`src/rtl/mem_arbiter.sv`:
```
// Single-port RAM arbiter for imem fetch, dmem read and dmem write, with PUTC/EXIT MMIO decode.
// Grants are combinational; read data returns one cycle after grant under a registered return tag.
module mem_arbiter #(
  parameter int          MAW          = 15,
  parameter int          STARVE_LIMIT = 4,
  parameter logic [31:0] PUTC_ADDR    = 32'h8000001c,
  parameter logic [31:0] EXIT_ADDR    = 32'h8000002c
) (
  input  logic           clk,
  input  logic           resetb,
  input  logic           imem_req,
  input  logic [31:0]    imem_addr,
  output logic           imem_gnt,
  output logic           imem_rvalid,
  output logic [31:0]    imem_rdata,
  input  logic           dmem_rreq,
  input  logic [31:0]    dmem_raddr,
  output logic           dmem_rgnt,
  output logic           dmem_rvalid,
  output logic [31:0]    dmem_rdata,
  input  logic           dmem_wreq,
  input  logic [31:0]    dmem_waddr,
  input  logic [31:0]    dmem_wdata,
  input  logic [3:0]     dmem_wstrb,
  output logic           dmem_wgnt,
  output logic           mem_re,
  output logic           mem_we,
  output logic [MAW-1:0] mem_addr,
  output logic [31:0]    mem_wdata,
  output logic [3:0]     mem_wstrb,
  input  logic [31:0]    mem_rdata,
  output logic           putc_valid,
  output logic [7:0]     putc_char,
  output logic           exit_valid,
  output logic           range_err
);

  localparam int SW = $clog2(STARVE_LIMIT + 1);

  typedef enum logic [1:0] {TAG_NONE, TAG_IMEM, TAG_DMEM, TAG_ZERO} tag_t;

  tag_t          tag;
  logic [SW-1:0] starve_cnt;
  logic [31:0]   imem_rdata_q;
  logic [31:0]   dmem_rdata_q;

  logic w_mmio, w_ram, r_ram, starved, w_ram_req;
  logic w_ram_gnt, w_free_gnt;

  logic unused_bits;
  assign unused_bits = ^{imem_addr[31:MAW+2], imem_addr[1:0], dmem_raddr[1:0]};

  always_comb begin
    w_mmio     = (dmem_waddr == PUTC_ADDR) || (dmem_waddr == EXIT_ADDR);
    w_ram      = (dmem_waddr[31:MAW+2] == '0);
    r_ram      = (dmem_raddr[31:MAW+2] == '0);
    starved    = imem_req && (starve_cnt == SW'(STARVE_LIMIT));
    w_ram_req  = dmem_wreq && !w_mmio && w_ram;
    // MMIO and out-of-range writes never touch the RAM, so they bypass arbitration.
    w_free_gnt = dmem_wreq && !w_ram_req;
    w_ram_gnt  = w_ram_req && !starved;
    dmem_wgnt  = w_ram_gnt || w_free_gnt;
    // An out-of-range read still occupies the return slot, so it blocks a low-priority fetch.
    dmem_rgnt  = dmem_rreq && !starved && (!r_ram || !w_ram_req);
    imem_gnt   = imem_req && (starved || (!w_ram_req && !dmem_rreq));

    mem_re    = imem_gnt || (dmem_rgnt && r_ram);
    mem_we    = w_ram_gnt;
    mem_wdata = w_ram_gnt ? dmem_wdata : 32'h0;
    mem_wstrb = w_ram_gnt ? dmem_wstrb : 4'h0;
    mem_addr  = '0;
    if (imem_gnt)
      mem_addr = imem_addr[MAW+1:2];
    else if (dmem_rgnt && r_ram)
      mem_addr = dmem_raddr[MAW+1:2];
    else if (w_ram_gnt)
      mem_addr = dmem_waddr[MAW+1:2];
  end

  always_comb begin
    imem_rvalid = (tag == TAG_IMEM);
    dmem_rvalid = (tag == TAG_DMEM) || (tag == TAG_ZERO);
    imem_rdata  = imem_rvalid ? mem_rdata : imem_rdata_q;
    dmem_rdata  = (tag == TAG_DMEM) ? mem_rdata :
                  (tag == TAG_ZERO) ? 32'h0 : dmem_rdata_q;
  end

  always_ff @(posedge clk or negedge resetb) begin
    if (!resetb) begin
      tag          <= TAG_NONE;
      starve_cnt   <= '0;
      imem_rdata_q <= '0;
      dmem_rdata_q <= '0;
      putc_valid   <= 1'b0;
      putc_char    <= 8'h0;
      exit_valid   <= 1'b0;
      range_err    <= 1'b0;
    end else begin
      if (imem_gnt)
        tag <= TAG_IMEM;
      else if (dmem_rgnt)
        tag <= r_ram ? TAG_DMEM : TAG_ZERO;
      else
        tag <= TAG_NONE;

      if (!imem_req || imem_gnt)
        starve_cnt <= '0;
      else if (starve_cnt != SW'(STARVE_LIMIT))
        starve_cnt <= starve_cnt + 1'b1;

      if (tag == TAG_IMEM)
        imem_rdata_q <= mem_rdata;
      if (tag == TAG_DMEM)
        dmem_rdata_q <= mem_rdata;
      else if (tag == TAG_ZERO)
        dmem_rdata_q <= 32'h0;

      putc_valid <= dmem_wreq && (dmem_waddr == PUTC_ADDR);
      exit_valid <= dmem_wreq && (dmem_waddr == EXIT_ADDR);
      if (dmem_wreq && (dmem_waddr == PUTC_ADDR))
        putc_char <= dmem_wdata[7:0];

      if ((w_free_gnt && !w_mmio) || (dmem_rgnt && !r_ram))
        range_err <= 1'b1;
    end
  end

endmodule

```
`config.mk`:
```
export PLATFORM = sky130hd
export DESIGN_NAME = mem_arbiter
export DESIGN_NICKNAME = d
export VERILOG_FILES = /design/src/rtl/mem_arbiter.sv
export SDC_FILE = /design/constraint.sdc
export NUM_CORES = 1
export LEC_CHECK = 0
export ABC_AREA = 0
export CORE_AREA = 2 2 116 118
export DETAILED_ROUTE_END_ITERATION = 7
export DIE_AREA = 0 0 118 120
export GPL_ROUTABILITY_DRIVEN = 0
export GPL_TIMING_DRIVEN = 0
export PLACE_DENSITY = 0.75
export SYNTH_ARGS = -nofsm -noshare
export SYNTH_HDL_FRONTEND = slang
export SYNTH_SLANG_ARGS = --single-unit
```
`constraint.sdc`:
```
create_clock -name clk -period 2.2 [get_ports clk]
set_input_delay 0.22 -clock clk [delete_from_list [all_inputs] [get_ports clk]]
set_output_delay 0.22 -clock clk [all_outputs]
set_load 0.05 [all_outputs]
```
==> results of run 1 <==
-- per-stage QoR --
| stage | util (%) | worst slack, ns | area [µm²] |
|---|---|---|---|
| 3_5_place_dp | 55.48 | -1.575 | 7201 |
| 4_1_cts | 60.79 | -0.1400 | 7890 |
| 6_report | 61.08 | -0.08051 | 7928 |
| 5_1_grt | 61.08 | -0.1330 | 7928 |
| 3_3_place_gp | 55.28 | -1.788 | 7176 |
| 2_1_floorplan | - | 0.02504 | 4133 |
-- final cells by class --
class,instances,area share [%]
diodes,1,0.03157
plain buffers,32,3.867
clock buffers,12,3.235
clock inverters,4,0.9628
inverters,40,1.894
multi-input cells,246,27.37
flip-flops and latches,80,25.27
well taps,176,2.778
repair buffers,301,34.60
-- where the power goes --
group          total (µW)  internal [µW]  leakage, µW  switching, µW
combinational        1530            584      0.00237            946
sequential           1650           1610      0.00101           37.4
clock                1620           1060     0.000159            565
total                4800           3250      0.00354           1550
-- how the worst max path moves through the flow --
| stage | start | slack, ns | cells after the start | to |
|---|---|---|---|---|
| 3_5_place_dp | dmem_wreq | -1.58 | 7 | mem_addr[12] |
| 5_1_grt | starve_cnt[0] | -0.13 | 8 | mem_addr[2] |
| 6_report | imem_req | -0.08 | 7 | mem_addr[2] |
| 4_1_cts | tag[1] | -0.14 | 4 | imem_rdata[30] |
| 3_3_place_gp | resetb | -1.79 | 1 | putc_char[7] |
| 2_1_floorplan | dmem_waddr[27] | 0.03 | 5 | mem_re |
-- flip-flops by register name (all words and copies together) (netlist names) --
signal and count:
dmem_rdata_q 32, exit_valid 1, imem_rdata_q 32, putc_char 8, putc_valid 1, range_err 1
starve_cnt 3, tag 2
-- timing repair --
action / CTS / global route
resized for setup: 687 / 66
pin swaps: 16 / 10
gates cloned: 2 / 0
setup endpoints to repair: 130 / 115
hold buffers: 1 / 0
buffers inserted: 13 / 2
endpoints found under the hold margin: 16 / 0
-- worst max-delay path: cells and delay by family --
family | cells | cell delay, ns
buf+inv | 3 | 1.03
compound gates | 2 | 0.44
simple gates | 2 | 0.37
-- logic make-up (layout without fill, tap and decap cells) --
group	after synthesis	after routing
XOR/XNOR	1	1
buffers and inverters	75	389
AO/OA/AOI/OAI	70	70
AND/OR/NAND/NOR	133	133
multiplexers	40	40
flip-flops	80	80
adder cells (fa/ha/maj)	2	2
other	0	1
-- metal layers --
layer / routed length, µm / vias up / global-route usage [%]
met3: 1233 / 43 / 5.989
li1: - / 2050 / -
met5: 0 / - / 0
met2: 8478 / 242 / 41.28
met1: 6616 / 2150 / 26.85
met4: 486 / 0 / 8.660
-- Yosys cell counts, types with 3 or more instances --
cell type,count
dfrtp_1,80
inv_1,40
and3_1,37
nand2_1,35
clkbuf_1,34
o21ai_0,33
mux2_2,32
nand3_1,17
nand4_1,17
a2111oi_0,15
a31oi_1,15
mux2_4,8
nor4_1,6
nor2_1,5
nor4_4,4
a21oi_1,3
nand2b_1,3
==> impl_metrics.env, run 1 <==
export IMPL_drive_gt1_share_pct=36.78
export IMPL_synth_compound_area_share_pct=10.96
export IMPL_slowest_delay_ns=0.68
export IMPL_post_route_period_util_pct=103.7
export IMPL_grt_overflow_total=0
export IMPL_relSlewSlack_pct=61.88
export IMPL_status="finished, violations left"
export IMPL_cts_tree="done"
export IMPL_synthArstFlopShare_pct=100.0
export IMPL_routed_wl_um=16820
export IMPL_yosysUniqueCellTypes=31
export IMPL_tightestPinTransition_ns=0.5699
export IMPL_synth_edf_count=0
export IMPL_maxCapViolCount=0
export IMPL_drt_iter0_drc=283
export IMPL_setup_violations=12
export IMPL_cts_root_buffer="clkbuf_16"
export IMPL_grt_pass1_vias=4823
export IMPL_yosysSeqAreaShare_pct=49.67
export IMPL_fin_cells=892
export IMPL_insertion_delay_ns=0.33
export IMPL_numPortBuffers=282
export IMPL_irDropWorstVdd_mv=0.3182
export IMPL_crit_path_end_kind="output port"
export IMPL_synth_area_leaders="dfrtp_1 50%, mux2_2 8.9%, and3_1 5.7%"
export IMPL_fmax_ghz=0.4385
export IMPL_synth_simple_area_share_pct=19.59
export IMPL_rsz0062_at_grt="yes"
export IMPL_syn_nets=572
export IMPL_yosys_area_top_type="dfrtp_1"
export IMPL_finalHoldViolations=0
export IMPL_grt_first_pass_wirelength_um=25900
export IMPL_ios=302
export IMPL_core_area_um2=12980
export IMPL_r2r_end="starve_cnt[2]"
export IMPL_dp_hpwl_um=12500
export IMPL_row_count=42
export IMPL_fin_crit_ns=2.281
export IMPL_pwr_density_cell_nw_per_um2=605.2
export IMPL_final_max_slew_viol_count=0
export IMPL_hp_class="input pin to asynchronous set/reset pin"
export IMPL_synth_top_family_by_area="simple AND/OR/NAND/NOR gates"
export IMPL_holdWs_ns=0.3182
export IMPL_drt_pass1_iterations=4
export IMPL_r2r_cells=7
export IMPL_finalPower_uw=4797
export IMPL_grt_max_degree=65
export IMPL_die_h_um=120
export IMPL_synth_cells=401
export IMPL_layout_commonest_cell="clkdlybuf4s50_1"
export IMPL_synthXorXnorAreaFrac_pct=0.2173
export IMPL_cts_htree_levels=3
export IMPL_violations="negative setup slack"
export IMPL_reg2reg_setup_slack_ns=0.70
export IMPL_dieWidth_um=118
export IMPL_ys_seq_elements=80
export IMPL_grt_antenna_before_repair=1
export IMPL_cts_made_buffers=9
export IMPL_crit_path_cell_trace="clkdlybuf4s50_1 -> nand3_4 -> and2_4 -> clkbuf_16 -> a2111oi_4 -> a31oi_2 -> buf_6"
export IMPL_num_fill_cells=1095
export IMPL_areaGrowthSynthToFinish_pct=96.71
export IMPL_critical_path_class="input pin to output port"
export IMPL_worst_slack_ns=-0.08051
export IMPL_arrival_ns=2.06
export IMPL_fin_tns_setup_ns=-0.4826
export IMPL_yosys_most_used_dff="dfrtp_1"
export IMPL_syn_area_um2=4030
export IMPL_syn_avg_cell_area_um2=10.05
export IMPL_finalClockSkew_ns=0.004882
export IMPL_synthMuxAreaShare_pct=11.92
export IMPL_grt_total_usage_pct=23.20
export IMPL_final_cell_mix="144 x clkdlybuf4s50_1, 79 x dfrtp_1, 37 x and3_1, 37 x inv_1"
export IMPL_cts_sinks=80
export IMPL_multi_input_area_um2=2170
export IMPL_power_leakage_uw=0.003537
export IMPL_critical_path_max_fanout=6
export IMPL_clockBufferDepth=2
export IMPL_final_seq_area_um2=2003
export IMPL_num_vias=4485
export IMPL_initial_core_util_pct=31.05
export IMPL_wl_per_cell_um=18.85
export IMPL_timing_rr_start="starve_cnt[0]"
export IMPL_viasPerCell=5.028
export IMPL_synth_top_cell_area_share_pct=49.67
export IMPL_yosys_area_share_adder_pct=0.6209
export IMPL_crit_required_ns=1.98
export IMPL_antenna_left=0
export IMPL_cp_start_kind="input pin"
export IMPL_dieArea_um2=14160
export IMPL_clkSlewWorstSetupHoldPaths_ns=0.06
export IMPL_cp_slowest_cell="clkdlybuf4s50_1"
export IMPL_drc=0
export IMPL_synth_warnings=0
export IMPL_fin_nets=881
export IMPL_dp_cells=860
Power figures use the tool's default switching activity.
==> inputs of run 2 (changes only) <==
--- a/config.mk
+++ b/config.mk
@@ -9,7 +9,6 @@
 export CORE_AREA = 2 2 116 118
 export DETAILED_ROUTE_END_ITERATION = 7
 export DIE_AREA = 0 0 118 120
-export GPL_ROUTABILITY_DRIVEN = 0
 export GPL_TIMING_DRIVEN = 0
 export PLACE_DENSITY = 0.75
 export SYNTH_ARGS = -nofsm -noshare
==> run 2 against run 1 <==
Compared with the run above:
- sequential share of layout area down 0.27 points
- register-to-register slack about the same
- first-iteration DRC count is 26% lower
- via count increased by 1.0%
- die area unchanged
- maximum frequency up 4.5%
- cell count grew 0.78%
- the run now ends clean
- largest power group unchanged
- flip-flop and latch count unchanged
- clock skew rose by 0.0013 ns
- global-route usage is 0.21 points higher
- hold slack lost 0.0070 ns
==> impl_metrics.env, run 2 (same netlist as run 1, synthesis figures left out) <==
export IMPL_status="finished clean"
export IMPL_fin_crit_ns=2.182
export IMPL_ios=302
export IMPL_maxCapViolCount=0
export IMPL_pwr_density_cell_nw_per_um2=566.1
export IMPL_layout_commonest_cell="clkdlybuf4s50_1"
export IMPL_num_fill_cells=1056
export IMPL_drt_iter0_drc=209
export IMPL_clockBufferDepth=2
export IMPL_grt_antenna_before_repair=1
export IMPL_critical_path_max_fanout=6
export IMPL_grt_max_degree=65
export IMPL_crit_path_end_kind="output port"
export IMPL_num_vias=4531
export IMPL_numPortBuffers=282
export IMPL_cp_start_kind="register"
export IMPL_cts_made_buffers=9
export IMPL_core_area_um2=12980
export IMPL_cts_sinks=80
export IMPL_path_buf_inv=3
export IMPL_crit_required_ns=1.98
export IMPL_finalPower_uw=4536
export IMPL_grt_overflow_total=0
export IMPL_finalClockSkew_ns=0.006152
export IMPL_relSlewSlack_pct=61.87
export IMPL_dp_hpwl_um=12580
export IMPL_final_seq_area_um2=2003
export IMPL_fin_nets=888
export IMPL_clkSlewWorstSetupHoldPaths_ns=0.06
export IMPL_reg_top3="dmem_rdata_q x32, imem_rdata_q x32, putc_char x8"
export IMPL_fmax_ghz=0.4582
export IMPL_worst_slack_ns=0.01760
export IMPL_setup_violations=0
export IMPL_cts_root_buffer="clkbuf_16"
export IMPL_antenna_left=0
export IMPL_grt_total_usage_pct=23.41
export IMPL_r2r_cells=6
export IMPL_dieWidth_um=118
export IMPL_die_h_um=120
export IMPL_final_max_slew_viol_count=0
export IMPL_post_route_period_util_pct=99.20
export IMPL_areaGrowthSynthToFinish_pct=98.82
export IMPL_viasPerCell=5.040
export IMPL_rsz0062_at_grt="yes"
export IMPL_tightestPinTransition_ns=0.5701
export IMPL_crit_family="simple AND/OR/NAND/NOR gates"
export IMPL_cts_htree_levels=3
export IMPL_multi_input_area_um2=2251
export IMPL_timing_rr_start="starve_cnt[0]"
export IMPL_utilization_pct=61.73
export IMPL_initial_core_util_pct=31.05
export IMPL_gp_congestion=1.010
export IMPL_reg2reg_setup_slack_ns=0.70
export IMPL_dieArea_um2=14160
export IMPL_irDropWorstVdd_mv=0.3102
export IMPL_r2r_end="tag[0]"
export IMPL_hp_class="input pin to asynchronous set/reset pin"
export IMPL_crit_path_cell_trace="inv_2 -> ha_4 -> nand3_4 -> and2_4 -> clkbuf_16 -> nand4_1 -> a31oi_2 -> buf_6"
export IMPL_critical_path_class="register to output port"
export IMPL_grt_pass1_vias=4852
export IMPL_cp_slowest_cell="dfrtp_1"
export IMPL_drive_gt1_share_pct=37.53
export IMPL_arrival_ns=1.96
export IMPL_drc=0
export IMPL_cts_tree="done"
export IMPL_finalHoldViolations=0
export IMPL_row_count=42
export IMPL_wl_per_cell_um=19.04
export IMPL_power_leakage_uw=0.003567
export IMPL_slowest_delay_ns=0.36
export IMPL_grt_first_pass_wirelength_um=26140
export IMPL_routed_wl_um=17120
export IMPL_final_cell_mix="143 x clkdlybuf4s50_1, 79 x dfrtp_1, 48 x buf_2"
export IMPL_pre_cts_ws_ns=-1.415
export IMPL_drt_pass1_iterations=4
export IMPL_insertion_delay_ns=0.32
run 2: area by class of cell:
| class | count | area share, % |
|---|---|---|
| diodes | 1 | 0.03123 |
| clock inverters | 4 | 0.3748 |
| clock buffers | 12 | 3.076 |
| repair buffers | 306 | 34.46 |
| multi-input cells | 247 | 28.09 |
| flip-flops and latches | 80 | 25.00 |
| plain buffers | 33 | 4.294 |
| inverters | 40 | 1.921 |
| well taps | 176 | 2.748 |
run 2: worst max path at each step:
| stage | from | endpoint | slack (ns) | cells after the start |
|---|---|---|---|---|
| 2_1_floorplan | dmem_waddr[27] | mem_re | 0.03 | 5 |
| 3_3_place_gp | resetb | exit_valid | -1.80 | 1 |
| 3_5_place_dp | dmem_waddr[17] | mem_addr[13] | -1.42 | 7 |
| 4_1_cts | tag[1] | imem_rdata[29] | -0.15 | 4 |
| 5_1_grt | starve_cnt[0] | mem_addr[13] | -0.09 | 9 |
| 6_report | starve_cnt[0] | mem_addr[6] | 0.02 | 8 |
run 2: timing repair:
item	4_1_cts	5_1_grt
cloned	5	1
setup endpoints to repair	130	105
resized for setup	696	108
buffers inserted	16	1
hold endpoints to repair	16	0
hold buffers	1	0
pin swaps	20	18
run 2: per-stage QoR:
step                      TNS (ns)  hold WS [ns]  std cells  cell area [µm²]
after global routing       -0.8364        0.3268        899             8013
after global placement     -228.17        0.4450        859             7176
after floorplan                  0      -0.07559        401             4133
after CTS                   -1.191        0.2945        896             8016
final                            0        0.3111        899             8013
after detailed placement    -90.56        0.1095        860             7201
run 2: where the power goes:
| group | total (µW) | switching (µW) | internal [µW] |
|---|---|---|---|
| registers | 1650 | 37.9 | 1610 |
| logic | 1540 | 953 | 584 |
| clock network | 1350 | 558 | 795 |
| total | 4540 | 1550 | 2990 |
run 2: metal layers:
metal / routed length (µm) / share of wire [%] / track usage, % / vias to the layer above
met2: 8600 / 50 / 42.26 / 243
li1: - / - / - / 2066
met3: 1258 / 7.3 / 6.416 / 45
met1: 6610 / 39 / 26.30 / 2177
met5: 0 / 0 / 0 / -
met4: 646 / 3.8 / 8.886 / 0
